File: src/rtl/fm_mod_mc.sv
// fm_mod_mc: multi-channel, 3-stage pipelined FM tuning-word generator,
// out_kc = kc[ch] + ((x * k_max[ch]) >>> (XW-1)). Optional per-channel phase accumulator: FM_PHASE_ACC_EN.
module fm_mod_mc #(
  parameter int W   = 32,
  parameter int XW  = 8,
  parameter int NCH = 4,
  parameter int SAT = 1,
  localparam int CW = (NCH > 1) ? $clog2(NCH) : 1
) (
  input  logic          clk,
  input  logic          rst_n,
  input  logic          cfg_we,
  input  logic [CW-1:0] cfg_ch,
  input  logic          cfg_sel,
  input  logic [W-1:0]  cfg_data,
  input  logic          in_valid,
  output logic          in_ready,
  input  logic [CW-1:0] in_ch,
  input  logic [XW-1:0] in_x,
  output logic          out_valid,
  input  logic          out_ready,
  output logic [CW-1:0] out_ch,
  output logic [W-1:0]  out_kc,
  output logic          out_sat
`ifdef FM_PHASE_ACC_EN
  ,
  output logic [W-1:0]  out_phase
`endif
);

  localparam int PW = XW + W + 1;
  localparam logic [CW:0] NCH_L = (CW+1)'(NCH);

  // Handshake: a sample moves on a clk edge only when valid && ready are both
  // high at that edge; the output holds while out_valid && !out_ready, and in
  // that case every stage freezes and in_ready drops.
  logic stall;
  logic in_fire;
  assign stall    = out_valid && !out_ready;
  assign in_ready = rst_n && !stall;
  assign in_fire  = in_valid && in_ready;

  logic [W-1:0] kc_bank   [NCH];
  logic [W-1:0] kmax_bank [NCH];

  logic in_ch_ok;
  logic cfg_ch_ok;
  assign in_ch_ok  = ({1'b0, in_ch} < NCH_L);
  assign cfg_ch_ok = ({1'b0, cfg_ch} < NCH_L);

  logic [W-1:0] lk_kc;
  logic [W-1:0] lk_kmax;
  always_comb begin
    lk_kc   = '0;
    lk_kmax = '0;
    if (in_ch_ok) begin
      lk_kc   = kc_bank[in_ch];
      lk_kmax = kmax_bank[in_ch];
    end
  end

  // Stage 1 registers
  logic                 s1_valid;
  logic [CW-1:0]        s1_ch;
  logic [XW-1:0]        s1_x;
  logic [W-1:0]         s1_kc;
  logic [W-1:0]         s1_kmax;

  // Product is sized so that even k_max = 2^W-1 with the most negative x fits.
  logic signed [PW-1:0] x_ext;
  logic signed [PW-1:0] k_ext;
  logic signed [PW-1:0] prod;
  logic signed [PW-1:0] shift_c;
  assign x_ext   = {{(W+1){s1_x[XW-1]}}, s1_x};
  assign k_ext   = {{XW{1'b0}}, s1_kmax};
  assign prod    = x_ext * k_ext;
  assign shift_c = prod >>> (XW-1);

  // Stage 2 registers
  logic                 s2_valid;
  logic [CW-1:0]        s2_ch;
  logic [W-1:0]         s2_kc;
  logic signed [PW-1:0] s2_shift;

  logic signed [PW-1:0] sum;
  logic                 sum_neg;
  logic                 sum_big;
  logic [W-1:0]         res_kc;
  logic                 res_sat;
  assign sum     = $signed({{(XW+1){1'b0}}, s2_kc}) + s2_shift;
  assign sum_neg = sum[PW-1];
  assign sum_big = !sum_neg && (|sum[PW-2:W]);

  always_comb begin
    res_kc  = sum[W-1:0];
    res_sat = 1'b0;
    if (SAT != 0 && sum_neg) begin
      res_kc  = '0;
      res_sat = 1'b1;
    end else if (SAT != 0 && sum_big) begin
      res_kc  = '1;
      res_sat = 1'b1;
    end
  end

`ifdef FM_PHASE_ACC_EN
  logic [W-1:0] acc_bank [NCH];
  logic         s2_ch_ok;
  logic [W-1:0] acc_sum;
  assign s2_ch_ok = ({1'b0, s2_ch} < NCH_L);
  always_comb begin
    acc_sum = '0;
    if (s2_ch_ok) acc_sum = acc_bank[s2_ch] + res_kc;
  end

  always_ff @(posedge clk) begin
    if (!rst_n) begin
      for (int i = 0; i < NCH; i++) acc_bank[i] <= '0;
      out_phase <= '0;
    end else if (!stall && s2_valid) begin
      if (s2_ch_ok) begin
        acc_bank[s2_ch] <= acc_sum;
        out_phase       <= acc_sum;
      end else begin
        out_phase <= '0;
      end
    end
  end
`else
  // Without the accumulator bank, stage 3 drives only the tuning word.
`endif

  always_ff @(posedge clk) begin
    if (!rst_n) begin
      for (int i = 0; i < NCH; i++) begin
        kc_bank[i]   <= '0;
        kmax_bank[i] <= '0;
      end
      s1_valid  <= 1'b0;
      s1_ch     <= '0;
      s1_x      <= '0;
      s1_kc     <= '0;
      s1_kmax   <= '0;
      s2_valid  <= 1'b0;
      s2_ch     <= '0;
      s2_kc     <= '0;
      s2_shift  <= '0;
      out_valid <= 1'b0;
      out_ch    <= '0;
      out_kc    <= '0;
      out_sat   <= 1'b0;
    end else begin
      // The lookup above reads the pre-edge bank, so a same-edge sample sees the old value.
      if (cfg_we && cfg_ch_ok) begin
        if (cfg_sel) kmax_bank[cfg_ch] <= cfg_data;
        else         kc_bank[cfg_ch]   <= cfg_data;
      end
      if (!stall) begin
        s1_valid <= in_fire;
        if (in_fire) begin
          s1_ch   <= in_ch;
          s1_x    <= in_x;
          s1_kc   <= lk_kc;
          s1_kmax <= lk_kmax;
        end
        s2_valid <= s1_valid;
        if (s1_valid) begin
          s2_ch    <= s1_ch;
          s2_kc    <= s1_kc;
          s2_shift <= shift_c;
        end
        out_valid <= s2_valid;
        if (s2_valid) begin
          out_ch  <= s2_ch;
          out_kc  <= res_kc;
          out_sat <= res_sat;
        end
      end
    end
  end

endmodule

File: config.mk
export PLATFORM = sky130hd
export DESIGN_NAME = fm_mod_mc
export DESIGN_NICKNAME = d
export VERILOG_FILES = /design/src/rtl/fm_mod_mc.sv
export SDC_FILE = /design/constraint.sdc
export NUM_CORES = 1
export LEC_CHECK = 0
export ABC_AREA = 1
export BUFFER_PORTS_ARGS = -buffer_cell sky130_fd_sc_hd__buf_2
export CAP_MARGIN = 25
export CORE_MARGIN = 2
export CORE_UTILIZATION = 30
export DETAILED_ROUTE_END_ITERATION = 10
export SETUP_SLACK_MARGIN = 0.15
export SLEW_MARGIN = 20
export SYNTH_ARGS = -nofsm -noshare
export SYNTH_HDL_FRONTEND = slang
export SYNTH_SLANG_ARGS = --single-unit
File: constraint.sdc
create_clock -name clk -period 13.3 [get_ports clk]
set_input_delay 2.66 -clock clk [delete_from_list [all_inputs] [get_ports clk]]
set_output_delay 2.66 -clock clk [all_outputs]
set_load 0.1 [all_outputs]
==> flow_summary.yaml <==
timing:
  drv_slew: 0
  slew_headroom: 0.371
  fmax_mhz: 137
  rsz0062_at_grt: "no"
  setup_viol: 0
  fin_tns_setup_ns: 0
  skew_ns: 0.0280
  hold_viol: 0
  fin_crit_sh: 0.549
  fin_crit_ns: 7.30
  tightest_slew_ns: 0.944
synth:
  synth.yosys.seq_area_share: 0.393
  yosys_warnings: 0
  synth_compound_area_frac: 0.0964
  synth_seq_cells: 436
  synth-async-reset-ratio: 0
  ys_dominant_reg_cell: "edfxtp_1"
  muxShareOfSynthArea: 0
  postSynthAreaPerCell_um2: 7.91
  synth_top_family_by_area: "simple AND/OR/NAND/NOR gates"
  ys_types: 47
  synth_top_area_cell: "edfxtp_1"
  synth_edf_count: 256
  syn-cell-area_um2: 28700
  synth_area_leaders: "edfxtp_1, dfxtp_1, fa_1"
  syn_nets: 3982
  yosysTopAreaCellShare: 0.268
  post_synth_and_or_nand_nor_area_fraction: 0.212
  synthCells: 3631
  synth_xor_area_frac: 0.0119
  synthAdderAreaFrac: 0.178
detailed_routing:
  via_count: 23200
  drtIter0Drc: 1840
  first_pass_iters: 6
  vias_per_cell: 4.71
  drtAntennaViolNets: 0
  drc: 0
  post_drt_wl_per_cell_um: 17.2
  drt-total-wl_um: 84700
cells_and_area:
  final_area_um2: 31900
  fill_cells: 10100
  area_growth_syn_to_layout_pct: 11.1
  final_util: 0.336
  nets: 3970
  diodes: 0
  drive_gt1_frac: 0.0695
cts:
  cts_tree: "done"
  clkSinkCount: 436
  cts_resized: 0
  htree_num_levels: 2
  clk_pin_slew_ns: 0.05
  post_cts_buffers: 0
  cts_root_buffer: "clkbuf_16"
  cts_buffer_depth: 3
  clkLatencyLatePin_ns: 0.61
  cts_hold_buffers: 0
  numCtsBuffers: 47
flow_run:
  max_cap_violations: 0
critical_path:
  crit_path_max_fanout: 64
  crit_path_top_delay_cell: "buf_4"
  r2r-start: "s1_x[7]$_SDFFE_PN0P_"
  critPathBufInv: 4
  cp.depth: 5
  end_kind: "output pin"
  cp_data_required_time_ns: 10.64
  path_delay_family: "buffers and inverters"
  endpoint: "in_ready"
  worst-r2r-cell-count: 19
  slowest_delay_ns: 0.60
  r2r_setup_slack_ns: 7.72
  cp_cell_sequence: "buf_4, inv_2, buf_4, nor2_1, buf_2"
  path_class: "in -> out"
  startpoint: "rst_n"
  cp-start-kind: "input port"
  path_common_cell: "buf_4"
  worstPathArrival_ns: 4.64
  r2r_end: "s2_shift[33]$_SDFFE_PN0P_"
die:
  die_h_um: 313
  pin_count: 87
  die_area_um2: 98300
  start_util: 0.302
  core_area_um2: 95000
  rows: 113
  dieWidth_um: 313
worst_hold_path:
  hold_class: "reg -> reg"
  hold_start: "s1_kc[17]$_SDFFE_PN0P_"
global_routing:
  grt_max_degree: 76
  grt_overflow: 0
  gr-usage-all-layers: 0.173
  grt_pass1_vias: 23000
  antenna_found_initial: 3
  grt_pass1_wl_um: 132000
pwr:
  p_leak_uw: 0.0156
  power_density_nw_per_um2: 115
  ir_worst_vdd_mv: 0.113
placed_design:
  globalplace.congestion: 0.911
  port_buffers: 86
  dp_hpwl_um: 59900
  placedInstanceArea_um2: 30300
outcome:
  status: "finished clean"
==> cell families (layout without fill, tap and decap cells) <==
kind of cell | after synthesis | after routing
flip-flops | 436 | 436
buffers and inverters | 814 | 839
AND/OR/NAND/NOR | 1544 | 1544
XOR/XNOR | 39 | 39
AO/OA/AOI/OAI | 497 | 497
adder cells (fa/ha/maj) | 301 | 301
==> metal layers <==
layer  track usage  vias to the layer above  routed length [µm]
met1         0.232                    11100               37200
met4        0.0521                        0                2430
met2         0.290                      694               39500
met5             0                        -                   0
li1              -                    11300                   -
met3        0.0247                      110                5590
==> final cells by class <==
cell class / instances / area (µm²) / share of cell area
multi-input combinational: 2381 / 14400 / 0.450
sequential: 436 / 11300 / 0.354
inverter: 630 / 2370 / 0.0742
tap: 1265 / 1580 / 0.0496
clock buffer: 63 / 1300 / 0.0406
timing repair buffer: 123 / 746 / 0.0234
clock inverter: 23 / 250 / 0.00784
==> sequential cells by signal (all words and copies together), names as in the netlist, 2 cells and up <==
| name | flops |
|---|---|
| kc_bank | 128 |
| s1_kmax | 32 |
| out_ch | 2 |
| s1_ch | 2 |
| s1_x | 8 |
| s2_shift | 34 |
| out_kc | 32 |
| s2_kc | 32 |
| s2_ch | 2 |
| kmax_bank | 128 |
| s1_kc | 32 |
==> tightest hold or removal path: stages (launching register included) <==
cell and delay, ns:
dfxtp_1 0.31, nand2_1 0.05, a21oi_1 0.05
==> where the power goes <==
group	total (µW)	switching [µW]	internal [µW]
combinational	756	524	232
sequential	1610	80.7	1530
clock	1310	561	751
==> cell usage after synthesis (all sizes together) (2+ instances only) <==
| library cell | count |
|---|---|
| nand2 | 728 |
| nor2 | 667 |
| inv | 627 |
| edfxtp | 256 |
| o21ai | 229 |
| dfxtp | 180 |
| fa | 180 |
| clkbuf | 162 |
| a21oi | 152 |
| ha | 121 |
| nand3 | 105 |
| o22ai | 65 |
| nor3 | 23 |
| buf | 22 |
| xor2 | 20 |
| xnor2 | 19 |
| o21bai | 13 |
| a21o | 10 |
| a31oi | 8 |
| nand4 | 8 |
| nand3b | 5 |
| o211ai | 5 |
| o31ai | 5 |
| or2 | 5 |
| o21a | 4 |
| a211oi | 3 |
| clkinv | 3 |
| nor4 | 2 |
==> stage by stage <==
step | worst slack (ns) | std cells | total power (µW) | hold WS, ns
floorplan | 6.61 | 3631 | 2130 | 0.435
global placement | 5.97 | 4833 | 2380 | 0.445
detailed placement | 6.00 | 4834 | 2390 | 0.447
CTS | 5.96 | 4920 | 3710 | 0.455
global route | 5.87 | 4921 | 3860 | 0.469
finish | 6.00 | 4921 | 3680 | 0.454
==> worst min-delay path by stage <==
stage | endpoint | slack, ns | cells past startpoint
final | s1_kc[17]$_SDFFE_PN0P_ | 0.45 | 2
after global routing | s1_kc[8]$_SDFFE_PN0P_ | 0.47 | 2
after detailed placement | s1_kc[3]$_SDFFE_PN0P_ | 0.45 | 2
after global placement | s1_kc[3]$_SDFFE_PN0P_ | 0.44 | 2
after floorplan | s1_kc[0]$_SDFFE_PN0P_ | 0.44 | 2
after CTS | s1_kc[3]$_SDFFE_PN0P_ | 0.46 | 2
==> cells in the final DEF (no fill, tap or decap), drive strengths merged, types with 6 or more instances in the layout <==
cell,Yosys,final
dfxtp,180,180
nand3,105,105
o21ai,229,229
ha,121,121
nand2,728,728
edfxtp,256,256
a31oi,8,8
nor3,23,23
xnor2,19,19
xor2,20,20
inv,627,629
clkinv,3,15
fa,180,180
o22ai,65,65
buf,22,123
o21bai,13,13
a21oi,152,152
nor2,667,667
clkbuf,162,63
clkinvlp,0,6
nand4,8,8
a21o,10,10
Power figures use the tool's default switching activity.
